[src/rtl/cdb_arbiter.sv]
// cdb_arbiter: grants one of four execution-unit completions per cycle and drives the registered CDB.
// Build option CDB_ARB_FIXED_PRIORITY_EN selects fixed div > mul > ld_st > int priority instead of round-robin.
module cdb_arbiter #(
    parameter int DATA_WIDTH = 32,
    parameter int TAG_WIDTH  = 6
) (
    input  logic                  clk,
    input  logic                  reset,
    input  logic                  flush,
    input  logic                  req_int,
    input  logic                  req_ld_st,
    input  logic                  req_mul,
    input  logic                  req_div,
    input  logic [TAG_WIDTH-1:0]  tag_int,
    input  logic [TAG_WIDTH-1:0]  tag_ld_st,
    input  logic [TAG_WIDTH-1:0]  tag_mul,
    input  logic [TAG_WIDTH-1:0]  tag_div,
    input  logic [DATA_WIDTH-1:0] data_int,
    input  logic [DATA_WIDTH-1:0] data_ld_st,
    input  logic [DATA_WIDTH-1:0] data_mul,
    input  logic [DATA_WIDTH-1:0] data_div,
    input  logic                  branch_int,
    input  logic                  branch_taken_int,
    output logic                  grant_int,
    output logic                  grant_ld_st,
    output logic                  grant_mul,
    output logic                  grant_div,
    output logic                  CDB_valid,
    output logic [TAG_WIDTH-1:0]  CDB_tag,
    output logic [DATA_WIDTH-1:0] CDB_data,
    output logic                  CDB_branch,
    output logic                  CDB_branch_taken
);

    logic [3:0]            req_vec_s;
    logic [3:0]            grant_vec_s;
    logic [1:0]            win_idx_s;
    logic                  win_any_s;
    logic                  grant_en_s;
    logic [TAG_WIDTH-1:0]  win_tag_s;
    logic [DATA_WIDTH-1:0] win_data_s;
    logic                  cdb_valid_r;
    logic [TAG_WIDTH-1:0]  cdb_tag_r;
    logic [DATA_WIDTH-1:0] cdb_data_r;
    logic                  cdb_branch_r;
    logic                  cdb_branch_taken_r;

    assign req_vec_s = {req_div, req_mul, req_ld_st, req_int};

`ifdef CDB_ARB_FIXED_PRIORITY_EN
    // Fixed priority: scanning upward lets the highest requesting index overwrite lower ones.
    always_comb begin
        win_idx_s = 2'd0;
        win_any_s = 1'b0;
        for (int i = 0; i < 4; i++) begin
            win_idx_s = req_vec_s[i] ? 2'(i) : win_idx_s;
            win_any_s = win_any_s | req_vec_s[i];
        end
    end
`else
    logic [1:0] rr_ptr_r;
    logic [1:0] cand_s;

    // Round-robin search: scan from farthest to nearest so the candidate at rr_ptr is applied last and wins.
    always_comb begin
        win_idx_s = 2'd0;
        win_any_s = 1'b0;
        cand_s    = rr_ptr_r;
        for (int k = 3; k >= 0; k--) begin
            cand_s    = rr_ptr_r + 2'(k);
            win_idx_s = req_vec_s[cand_s] ? cand_s : win_idx_s;
            win_any_s = win_any_s | req_vec_s[cand_s];
        end
    end

    // Pointer moves just past the winner; holds when nothing is granted (including flush).
    always_ff @(posedge clk or negedge reset) begin
        if (!reset) begin
            rr_ptr_r <= 2'd0;
        end else if (grant_en_s) begin
            rr_ptr_r <= win_idx_s + 2'd1;
        end else begin
            rr_ptr_r <= rr_ptr_r;
        end
    end
`endif

    // Grants are suppressed while in reset and on flush.
    assign grant_en_s  = reset & ~flush & win_any_s;
    assign grant_vec_s = grant_en_s ? (4'b0001 << win_idx_s) : 4'b0000;
    assign grant_int   = grant_vec_s[0];
    assign grant_ld_st = grant_vec_s[1];
    assign grant_mul   = grant_vec_s[2];
    assign grant_div   = grant_vec_s[3];

    // Payload select for the winning unit.
    always_comb begin
        win_tag_s  = tag_int;
        win_data_s = data_int;
        case (win_idx_s)
            2'd0: begin win_tag_s = tag_int;   win_data_s = data_int;   end
            2'd1: begin win_tag_s = tag_ld_st; win_data_s = data_ld_st; end
            2'd2: begin win_tag_s = tag_mul;   win_data_s = data_mul;   end
            2'd3: begin win_tag_s = tag_div;   win_data_s = data_div;   end
            default: begin win_tag_s = tag_int; win_data_s = data_int; end
        endcase
    end

    // CDB beat register: tag/data hold across idle cycles, consumers qualify on valid.
    always_ff @(posedge clk or negedge reset) begin
        if (!reset) begin
            cdb_valid_r        <= 1'b0;
            cdb_tag_r          <= '0;
            cdb_data_r         <= '0;
            cdb_branch_r       <= 1'b0;
            cdb_branch_taken_r <= 1'b0;
        end else if (grant_en_s) begin
            cdb_valid_r        <= 1'b1;
            cdb_tag_r          <= win_tag_s;
            cdb_data_r         <= win_data_s;
            cdb_branch_r       <= (win_idx_s == 2'd0) & branch_int;
            cdb_branch_taken_r <= (win_idx_s == 2'd0) & branch_taken_int;
        end else begin
            cdb_valid_r        <= 1'b0;
            cdb_tag_r          <= cdb_tag_r;
            cdb_data_r         <= cdb_data_r;
            cdb_branch_r       <= 1'b0;
            cdb_branch_taken_r <= 1'b0;
        end
    end

    assign CDB_valid        = cdb_valid_r;
    assign CDB_tag          = cdb_tag_r;
    assign CDB_data         = cdb_data_r;
    assign CDB_branch       = cdb_branch_r;
    assign CDB_branch_taken = cdb_branch_taken_r;

endmodule
[config.mk]
export PLATFORM = sky130hd
export DESIGN_NAME = cdb_arbiter
export DESIGN_NICKNAME = d
export VERILOG_FILES = /design/src/rtl/cdb_arbiter.sv
export SDC_FILE = /design/constraint.sdc
export NUM_CORES = 1
export LEC_CHECK = 0
export BUFFER_PORTS_ARGS = -buffer_cell sky130_fd_sc_hd__clkbuf_2
export CELL_PAD_IN_SITES_DETAIL_PLACEMENT = 0
export CELL_PAD_IN_SITES_GLOBAL_PLACEMENT = 1
export CORE_MARGIN = 5
export CORE_UTILIZATION = 27
export DETAILED_ROUTE_END_ITERATION = 10
export PLACE_DENSITY_LB_ADDON = 0.2
export RECOVER_POWER = 100
export SYNTH_ARGS = -nofsm -noshare
export SYNTH_HDL_FRONTEND = slang
export SYNTH_SLANG_ARGS = --single-unit
[constraint.sdc]
create_clock -name clk -period 2.3 [get_ports clk]
set_input_delay 0.46 -clock clk [delete_from_list [all_inputs] [get_ports clk]]
set_output_delay 0.46 -clock clk [all_outputs]
set_load 0.01 [all_outputs]
==> results.yml <==
run_status:
  status: "complete, but fails checks"
  violations: "setup timing"
clock_network:
  cts.clk_slew.worst_paths_ns: 0.09
  cts_inserted_buffers: 5
  cts_tree: "done"
  ctsLongestPathBuffers: 2
  clk_latency_ns: 0.29
  ctsRootBufferMaster: "sky130_fd_sc_hd__clkbuf_8"
  tritoncts_num_sinks: 43
  clock_tree.htree_level_count: 2
floorplanning:
  standard_cell_row_count: 37
  initial_cell_density_of_the_core: 0.276
  floorplan.die.height_um: 113
  dieArea_sq_um: 12700
  die_w_um: 113
  io_pins: 206
  coreArea_sq_um: 10300
synthesis:
  mux_cell_area_share_after_synthesis: 0.326
  xor_xnor_portion_of_the_synthesized_cell_area: 0
  largest_family_of_logic_cells_by_synthesized_area: "multiplexers"
  syn_area_per_cell_sq_um: 11.7
  synth_cell_type_count: 23
  synth_fp_nets: 408
  yosys.area_share.adder: 0.0220
  ys_seq_area_frac: 0.379
  synth_compound_area_frac: 0.151
  synthesis.area_sq_um: 2840
  synth_cells: 242
  synth-warning-count: 0
  synth.ff_latch_count: 43
  post_synth_and_or_nand_nor_area_fraction: 0.0251
timing:
  setup-violations-final: 12
  layout_min_cycle_time_ns: 2.38
  fin_ws_ns: -0.0810
  slew_at_the_pin_with_the_worst_max_slew_slack_ns: 1.12
  hold_viol: 0
  worst_clock_skew_ns: 0.0116
  maximum_operating_frequency_ghz: 0.420
  grt_setup_unrepaired: "true"
  final.setup.tns_ns: -0.532
  slew_headroom: 0.254
  fin_hold_ws_ns: 0.407
  report.final.slew_viol_count: 0
  min_period_over_period: 1.04
drt:
  routed_wl_per_cell_um: 16.0
  detailroute.via_count: 2827
  drt_iter0_markers: 192
  sum_of_routed_wire_length_over_all_layers_um: 9610
  route.detailed.drc: 0
  antenna_viol_nets_final: 0
  viasPerCell: 4.71
  detailedRoute.firstPassIterationCount: 6
grt:
  grt_antenna_before_repair: 0
  grt_pass1_wl_um: 14800
  grt-ovfl-total: 0
  grt_usage: 0.143
  grt_start_max_net_pins: 44
  via_count_of_the_first_global_routing_pass: 2958
cells_and_area:
  layout-drive-gt1-share: 0.554
  post_layout_nonfiller_instances: 600
  n_antenna_cell: 0
  final_nets: 629
  final_core_density: 0.429
  layout-area-overhead-vs-synth_pct: 55.3
  final_area_sq_um: 4410
worst_setup_path:
  timing.critical_path.cells: "or3b_4, o221ai_4, inv_2, ha_4, buf_12, and2_4, buf_6"
  worstSetupStartpoint: "rr_ptr_r[1]$_DFFE_PN0P_"
  worst_ep_required_time_ns: 1.84
  critical-path-max-stage-delay_ns: 0.46
  timing.critical_path.from_type: "flop"
  timing.critical_path.slowest_stage_cell: "sky130_fd_sc_hd__dfrtp_2"
  arrival_ns: 1.92
  critPathMaxFanout: 5
  worstReg2RegStart: "rr_ptr_r[1]$_DFFE_PN0P_"
  endpoint_kind: "output port"
  critical_path_class: "reg2out"
pwr:
  power_per_cell_area_nw_per_um2: 1020
  power.leakage_nw: 2.30
  maximum_vdd_ir_drop_mv: 0.340
place:
  place.port_buffers: 205
  place.gp.congestion: 0.766
  dp_cells: 584
  hpwl_um: 7270
  dpl_cell_area_sq_um: 4170
min_path:
  worst_hold_path_startpoint: "branch_taken_int"
  hold_path_class: "in2reg"
job:
  maxCapViolations: 0
through the flow:
step | worst slack [ns] | total power (W)
after CTS | -0.0930 | 0.00461
after floorplan | 0.0269 | 0.00284
after detailed placement | -0.102 | 0.00386
after global placement | -0.0863 | 0.00384
after global routing | -0.164 | 0.00482
final | -0.0810 | 0.00449
worst max-delay path: cells and delay by family (launching register included):
family	cells	cell delay, ns
simple gates	2	0.53
compound gates	1	0.10
flops	1	0.46
buf+inv	3	0.35
fa+ha+maj	1	0.19
report_power, final:
| group | internal [W] | leakage (nW) | switching [W] |
|---|---|---|---|
| registers | 0.00110 | 0.531 | 0.000193 |
| clock network | 0.000213 | 0.0412 | 0.000264 |
| logic | 0.00149 | 1.73 | 0.00123 |
state kept, by name, summed over array words and instances, names as in the netlist:
signal,count
CDB_branch,1
CDB_data,32
rr_ptr_r,2
CDB_tag,6
CDB_valid,1
CDB_branch_taken,1
metal layers:
metal,vias up,track usage,part of all wire
met5,-,0,0
met4,0,0.0256,0.010
met3,10,0.0431,0.090
met2,151,0.245,0.48
met1,1301,0.181,0.42
li1,1365,-,-
path summary, 6_finish.rpt:
path,endpoint,slack [ns],depth (start not counted)
hold reg to reg,CDB_data[21]$_DFFE_PN0P_,0.51,1
hold / removal,CDB_branch_taken$_DFF_PN0_,0.41,2
setup reg to reg,CDB_data[11]$_DFFE_PN0P_,-0.07,9
setup / recovery,grant_div,-0.08,7
min in group asynchronous,CDB_data[25]$_DFFE_PN0P_,0.51,2
max in group asynchronous,rr_ptr_r[1]$_DFFE_PN0P_,1.05,2
cell usage in the layout (no fill, tap or decap), drive strengths merged:
| master | instances |
|---|---|
| clkinv | 1 |
| o22ai | 1 |
| clkbuf | 211 |
| o21a | 1 |
| clkinvlp | 1 |
| mux2i | 39 |
| or3b | 1 |
| nor3b | 1 |
| o22a | 1 |
| mux2 | 40 |
| nor4 | 1 |
| o221ai | 1 |
| a21boi | 1 |
| dfrtp | 43 |
| buf | 30 |
| inv | 40 |
| a21oi | 2 |
| and3 | 2 |
| and2 | 4 |
| a222oi | 38 |
| ha | 5 |
final cells by class:
| cell class | count | area, sq um |
|---|---|---|
| Tap cell | 136 | 170 |
| Multi-Input combinational cell | 138 | 1590 |
| Timing Repair Buffer | 235 | 1340 |
| Inverter | 40 | 150 |
| Clock buffer | 6 | 72.6 |
| Sequential cell | 43 | 1080 |
| Fill cell | 1058 | 5870 |
| Clock inverter | 2 | 12.5 |
cells in the mapped netlist:
master                     count  area (sq um)
sky130_fd_sc_hd__inv_1        40           150
sky130_fd_sc_hd__mux2_2       17           191
sky130_fd_sc_hd__nor3b_2       1          12.5
sky130_fd_sc_hd__buf_1         1          3.75
sky130_fd_sc_hd__and3_1        2          12.5
sky130_fd_sc_hd__buf_6         4          45.0
sky130_fd_sc_hd__buf_2         9          45.0
sky130_fd_sc_hd__dfrtp_1      43          1080
sky130_fd_sc_hd__a21oi_1       2          10.0
sky130_fd_sc_hd__clkbuf_1      6          22.5
sky130_fd_sc_hd__or3b_2        1          8.76
sky130_fd_sc_hd__ha_1          5          62.6
sky130_fd_sc_hd__and2_1        4          25.0
sky130_fd_sc_hd__o21a_1        1          7.51
sky130_fd_sc_hd__mux2_4       23           345
sky130_fd_sc_hd__a222oi_1     38           380
sky130_fd_sc_hd__o221ai_1      1          8.76
sky130_fd_sc_hd__o22ai_1       1          6.26
sky130_fd_sc_hd__a21boi_0      1          7.51
sky130_fd_sc_hd__nor4_2        1          12.5
sky130_fd_sc_hd__buf_4         1          7.51
sky130_fd_sc_hd__o22a_1        1          8.76
sky130_fd_sc_hd__mux2i_1      39           390
kinds of logic after synthesis:
group,count (synthesis)
muxes,79
buffers and inverters,61
AOI/OAI and AO/OA,45
DFF,43
and+or+nand+nor,9
adders and majority gates,5
repair_timing:
action / CTS / global route
setup endpoints to repair: 22 / 40
pin swaps: 9 / 7
cloned: 1 / 0
setup buffers: 7 / 0
resized for setup: 18 / 17
hold buffers: 0 / 0
Power figures use the tool's default switching activity.
